--- src/rtl/branch_unit.sv ---
// Multi-cycle control-transfer unit: resolves RISC-V B-type branches, JAL and JALR
// through an IDLE -> READ -> EXEC -> RESP sequence with valid/ready on both sides.
module branch_unit #(
  parameter int XLEN           = 32,
  parameter int REG_SELECT_LEN = 5,
  parameter int C_EXT          = 0
) (
  input  logic                      clk,
  input  logic                      rst_n,
  input  logic                      start_valid,
  output logic                      start_ready,
  input  logic [XLEN-1:0]           instruction,
  input  logic [XLEN-1:0]           program_counter,
  input  logic                      flush,
  output logic [REG_SELECT_LEN-1:0] register_1,
  output logic [REG_SELECT_LEN-1:0] register_2,
  input  logic [XLEN-1:0]           register_data_1,
  input  logic [XLEN-1:0]           register_data_2,
  output logic                      resp_valid,
  input  logic                      resp_ready,
  output logic                      load_new_program_counter,
  output logic [XLEN-1:0]           new_program_counter,
  output logic                      link_we,
  output logic [REG_SELECT_LEN-1:0] link_rd,
  output logic [XLEN-1:0]           link_data,
  output logic                      exception
);

  typedef enum logic [1:0] {IDLE, READ, EXEC, RESP} state_t;

  localparam logic [XLEN-1:0] CLEAR_LSB = ~XLEN'(1);

  state_t r_state, w_nextState;

  logic [XLEN-1:0] r_instr, r_pc, r_operand1, r_operand2;
  logic            r_redirect, r_linkWe, r_exception;
  logic [XLEN-1:0] r_newPc, r_linkData;
  logic [REG_SELECT_LEN-1:0] r_linkRd;

  logic            w_accept;
  logic [6:0]      w_opcode;
  logic [2:0]      w_funct3;
  logic [XLEN-1:0] w_immB, w_immJ, w_immI, w_pcPlus4, w_target;
  logic            w_illegal, w_taken, w_isJump, w_misaligned;

  assign w_accept  = (r_state == IDLE) && start_valid && !flush;
  assign w_opcode  = r_instr[6:0];
  assign w_funct3  = r_instr[14:12];
  assign w_immB    = {{(XLEN-12){r_instr[31]}}, r_instr[7], r_instr[30:25], r_instr[11:8], 1'b0};
  assign w_immJ    = {{(XLEN-20){r_instr[31]}}, r_instr[19:12], r_instr[20], r_instr[30:21], 1'b0};
  assign w_immI    = {{(XLEN-11){r_instr[31]}}, r_instr[30:20]};
  assign w_pcPlus4 = r_pc + XLEN'(4);

  always_ff @(posedge clk or negedge rst_n) begin
    if (!rst_n) r_state <= IDLE;
    else        r_state <= w_nextState;
  end

  // flush overrides every transition, including a pending accept or response handoff
  always_comb begin
    w_nextState = r_state;
    unique case (r_state)
      IDLE:    if (start_valid) w_nextState = READ;
      READ:    w_nextState = EXEC;
      EXEC:    w_nextState = RESP;
      RESP:    if (resp_ready) w_nextState = IDLE;
      default: w_nextState = IDLE;
    endcase
    if (flush) w_nextState = IDLE;
  end

  always_comb begin
    w_illegal = 1'b1;
    w_taken   = 1'b0;
    w_isJump  = 1'b0;
    w_target  = w_pcPlus4;
    unique case (w_opcode)
      7'b1100011: begin
        w_target  = r_pc + w_immB;
        w_illegal = (w_funct3 == 3'b010) || (w_funct3 == 3'b011);
        unique case (w_funct3)
          3'b000:  w_taken = (r_operand1 == r_operand2);
          3'b001:  w_taken = (r_operand1 != r_operand2);
          3'b100:  w_taken = ($signed(r_operand1) <  $signed(r_operand2));
          3'b101:  w_taken = ($signed(r_operand1) >= $signed(r_operand2));
          3'b110:  w_taken = (r_operand1 <  r_operand2);
          3'b111:  w_taken = (r_operand1 >= r_operand2);
          default: w_taken = 1'b0;
        endcase
      end
      7'b1101111: begin
        w_illegal = 1'b0;
        w_taken   = 1'b1;
        w_isJump  = 1'b1;
        w_target  = r_pc + w_immJ;
      end
      7'b1100111: begin
        w_illegal = (w_funct3 != 3'b000);
        w_taken   = 1'b1;
        w_isJump  = 1'b1;
        w_target  = (r_operand1 + w_immI) & CLEAR_LSB;
      end
      default: w_illegal = 1'b1;
    endcase
  end

  // Without the C extension a taken target must be 4-byte aligned
  assign w_misaligned = (C_EXT == 0) && w_taken && w_target[1];

  always_ff @(posedge clk or negedge rst_n) begin
    if (!rst_n) begin
      r_instr     <= '0;
      r_pc        <= '0;
      r_operand1  <= '0;
      r_operand2  <= '0;
      r_redirect  <= 1'b0;
      r_linkWe    <= 1'b0;
      r_exception <= 1'b0;
      r_newPc     <= '0;
      r_linkData  <= '0;
      r_linkRd    <= '0;
    end else begin
      if (w_accept) begin
        r_instr <= instruction;
        r_pc    <= program_counter;
      end
      if (r_state == READ) begin
        r_operand1 <= register_data_1;
        r_operand2 <= register_data_2;
      end
      if (r_state == EXEC) begin
        r_exception <= w_illegal || w_misaligned;
        r_redirect  <= !w_illegal && !w_misaligned && w_taken;
        r_linkWe    <= !w_illegal && !w_misaligned && w_isJump && (r_instr[11:7] != 5'd0);
        r_newPc     <= (!w_illegal && w_taken) ? w_target : w_pcPlus4;
        r_linkRd    <= w_isJump ? REG_SELECT_LEN'(r_instr[11:7]) : '0;
        r_linkData  <= w_isJump ? w_pcPlus4 : '0;
      end
    end
  end

  // Results are only visible while the response is offered; outside RESP they read as reset values
  always_comb begin
    start_ready              = (r_state == IDLE);
    resp_valid               = (r_state == RESP);
    register_1               = (r_state != IDLE) ? REG_SELECT_LEN'(r_instr[19:15]) : '0;
    register_2               = (r_state != IDLE) ? REG_SELECT_LEN'(r_instr[24:20]) : '0;
    load_new_program_counter = resp_valid && r_redirect;
    new_program_counter      = resp_valid ? r_newPc : '0;
    link_we                  = resp_valid && r_linkWe;
    link_rd                  = resp_valid ? r_linkRd : '0;
    link_data                = resp_valid ? r_linkData : '0;
    exception                = resp_valid && r_exception;
  end

endmodule

--- config.mk ---
export PLATFORM = sky130hd
export DESIGN_NAME = branch_unit
export DESIGN_NICKNAME = d
export VERILOG_FILES = /design/src/rtl/branch_unit.sv
export SDC_FILE = /design/constraint.sdc
export NUM_CORES = 1
export LEC_CHECK = 0
export CORE_MARGIN = 2
export CORE_UTILIZATION = 50
export DETAILED_ROUTE_END_ITERATION = 16
export PLACE_DENSITY_LB_ADDON = 0.2
export SLEW_MARGIN = 0
export SYNTH_ARGS = -nofsm -noshare
export SYNTH_HDL_FRONTEND = slang
export SYNTH_SLANG_ARGS = --single-unit
export TNS_END_PERCENT = 5
--- constraint.sdc ---
create_clock -name clk -period 6.1 [get_ports clk]
set_input_delay 1.83 -clock clk [delete_from_list [all_inputs] [get_ports clk]]
set_output_delay 1.83 -clock clk [all_outputs]
set_load 0.1 [all_outputs]
==> impl_results.md <==
* Min-Delay Path Class: reg2reg
* CTS Sinks at 202
* CP Max Fanout at 13
* Worst R2R Start: r_instr[5]$_DFFE_PN0P_
* Syn Std Cell Area at 0.0132 mm^2
* Initial antenna violation count at 0
* Yosys warning count at 0
* R2R depth at 20
* PortBufs at roughly 220
* Setup TNS at 0 ns
* Antenna diodes at 0
* Worst EP arrival at 5.41 ns
* Area of the die at 0.0276 mm^2
* Hold-fix buffers, CTS at 0
* Slew Limit Fails at 0
* Critical Path End Type: flop
* Worst IR Drop VDD at 0.000309 V
* Syn-to-layout area delta at 23.2%
* Worst-Margin Slew at between 0.9 and 1 ns
* Synth Flop Type: dfrtp_1
* Clk pin slew, worst setup/hold paths at 0.06 ns
* Commonest cells post-synth: 202 x dfrtp_1, 120 x mux2_2, 114 x nand2_1, 97 x ha_1, 80 x and2_1
* Die H at 166 um
* Final net count at 1,762
* Vias at 10,900
* Detailed Route Iter0 Violations at ~850
* R2r setup slk at 1.10 ns
* Detailed Place HPWL at between 20,000 and 30,000 um
* Seq/Total Area, Yosys at 38.4%
* CTS resizes at 0
* Mapped Avg Cell Area at 9.87 um^2
* Core ar. at 0.0260 mm^2
* Yosys top cell by area: dfrtp_1
* Worst relative slew slack at a little over a third
* Top-count cell post-synth: dfrtp_1
* TritonRoute pass-1 iters at 5
* Avg Vias per Cell at 5.80
* Share of Yosys cell area claimed by the top area cell type at 38.4%
* Status: finished clean
* Global route hottest layer: met2
* Gr ovfl total at 0
* CTS Buf Count at 24
* Vias in the first global route at 10,600
* RSZ-0062 raised after global routing: no
* Number of synthesized flops with an enable pin at 0
* H-tree levels at 1
* GRT met2 Usage at about two fifths
* Skew final at 0.0271 ns
* Postcts setup bufs at 0
* CTS tree: done
* # DRC at 0
* CTS max path bufs at 3
* Unique masters post-synth at 71
* Final period utilization at 82.0%
* Overall routed net length at 35,700 um
* Cells after Synth at 1,333
* Async SR Flop Fraction at 100%
* FP Rows at 59
* Pwr Density at 631 mW/mm^2
* Met1 usage at between 30% and 40%
* Hold Path Sink: r_linkWe$_DFFE_PN0N_
* Pin count of the biggest net entering global routing at 103
* Synth Net Count at 1,565
* Gpl congestion at 0.878
* Die width at 166 um
* Total Routing Usage GR at 25.3%
* Filler cell count at 2,158
* Root Driver: clkbuf_16
* Synth area leaders: dfrtp_1 38%, mux2_2 10%, ha_1 9.2%
* FMAX at 200 MHz
* Critical path class: reg2reg
* Final instance area at between 0.015 and 0.02 mm^2
* Final antenna-violating net count at 0
* Placed Area at 0.0154 mm^2
* Worst EP required at 6.50 ns
* Period minus WS final at roughly 5.0 ns
* Hold depth at 1
* Routed length per instance at 19.0 um
* Pleak at 7.19 nW
* Worst r2r dst: r_newPc[29]$_DFFE_PN0N_
* Post-synthesis register bit count at 202
* Grt met3 use at 4.84%
* Crit start category: flop
* Max Cap Viol at 0
* Layout cells sized above 1 at 17.3%
* Initial Util at 50.7%
* # IOs at 217
* Final setup violation count at 0
* Global-route wire length before repair at 56,900 um
* Clock Latency Late Sink at 0.53 ns
* Hold path start: r_linkWe$_DFFE_PN0N_
* Final hold vios at 0
-- worst max-delay path by stage --
stage | end | cells past startpoint | start | slack, ns
finish | r_newPc[29]$_DFFE_PN0N_ | 20 | r_instr[5]$_DFFE_PN0P_ | 1.10
global route | r_newPc[29]$_DFFE_PN0N_ | 20 | r_instr[5]$_DFFE_PN0P_ | 0.84
CTS | r_newPc[29]$_DFFE_PN0N_ | 20 | r_instr[5]$_DFFE_PN0P_ | 1.14
detailed placement | r_newPc[29]$_DFFE_PN0N_ | 20 | r_instr[5]$_DFFE_PN0P_ | 1.19
global placement | r_newPc[29]$_DFFE_PN0N_ | 20 | r_instr[5]$_DFFE_PN0P_ | 1.32
floorplan | register_1[0] | 4 | r_state[0]$_DFFE_PN0P_ | 1.58
-- final cells by class --
type                       instances  area [um^2]  share of cell area [%]
multi-input combinational       1019         7670                    47.3
tap                              335          419                    2.59
timing repair buffer             229         2100                    12.9
clock buffer                      33          716                    4.41
sequential                       202         5050                    31.2
inverter                          54          203                    1.25
clock inverter                     4         47.5                   0.293
-- per-stage QoR --
| stage | utilization (%) | setup WS [ns] | power [mW] | hold slack [ns] | instances |
|---|---|---|---|---|---|
| after floorplan | - | 1.58 | 7.13 | 0.441 | 1333 |
| after global placement | 59.5 | 1.32 | 8.62 | 0.461 | 1839 |
| after detailed placement | 59.5 | 1.19 | 8.76 | 0.467 | 1839 |
| after CTS | 62.4 | 1.14 | 10.2 | 0.483 | 1876 |
| after global routing | 62.4 | 0.838 | 11.0 | 0.498 | 1876 |
| final | 62.4 | 1.10 | 10.2 | 0.477 | 1876 |
-- state kept, by name (all words and copies together), names as in the netlist --
signal,flops
r_instr,32
r_exception,1
r_pc,32
r_linkWe,1
r_linkData,32
r_operand2,32
r_newPc,32
r_operand1,32
r_linkRd,5
r_redirect,1
r_state,2
-- report_power, final --
group | internal (mW) | switching (mW) | leakage [nW]
Clock | 0.848 | 0.542 | 0.376
Combinational | 2.62 | 3.66 | 4.33
Sequential | 1.91 | 0.642 | 2.49
-- cell usage in the layout (no fill, tap or decap), types with 44 or more instances in the layout --
master and instances:
a21oi_1 61, ha_1 95, dfrtp_1 202, nand2_1 114
nor2_1 60, and2_1 80, inv_1 54, clkdlybuf4s50_1 144
xnor2_1 44, mux2_2 120, buf_4 83, o21ai_0 71
-- critical path, cell delays in order (launching register included) --
cell and delay, ns:
dfrtp_1 0.35, nand3_1 0.10, nor3b_1 0.32, buf_4 0.22, and2_1 0.13, buf_4 0.20
nand2_1 0.21, mux2_2 0.36, ha_1 0.23, inv_1 0.08, fa_1 0.25, nor2b_4 0.06
o31a_1 0.26, o41a_1 0.47, a221oi_4 0.47, o211ai_2 0.16, and3_1 0.20, o21a_1 0.18
o311ai_1 0.23, o21ai_1 0.10, a221o_1 0.33
-- layer usage --
layer / up-vias / wire length [um]
li1: 5202 / -
met5: - / 0
met2: 378 / 15900
met1: 5242 / 16400
met4: 0 / 855
met3: 63 / 2610
-- kinds of logic (layout without fill, tap and decap cells) --
kind of cell	Yosys count	after routing	share of synthesized area [%]
AO/OA/AOI/OAI	316	316	16.7
XOR/XNOR	81	81	5.39
adder cells (fa/ha/maj)	99	99	9.52
buffers and inverters	112	320	3.33
flip-flops	202	202	38.4
multiplexers	140	140	11.8
AND/OR/NAND/NOR	383	383	14.8
No activity file was read; power rests on OpenSTA's default activity.
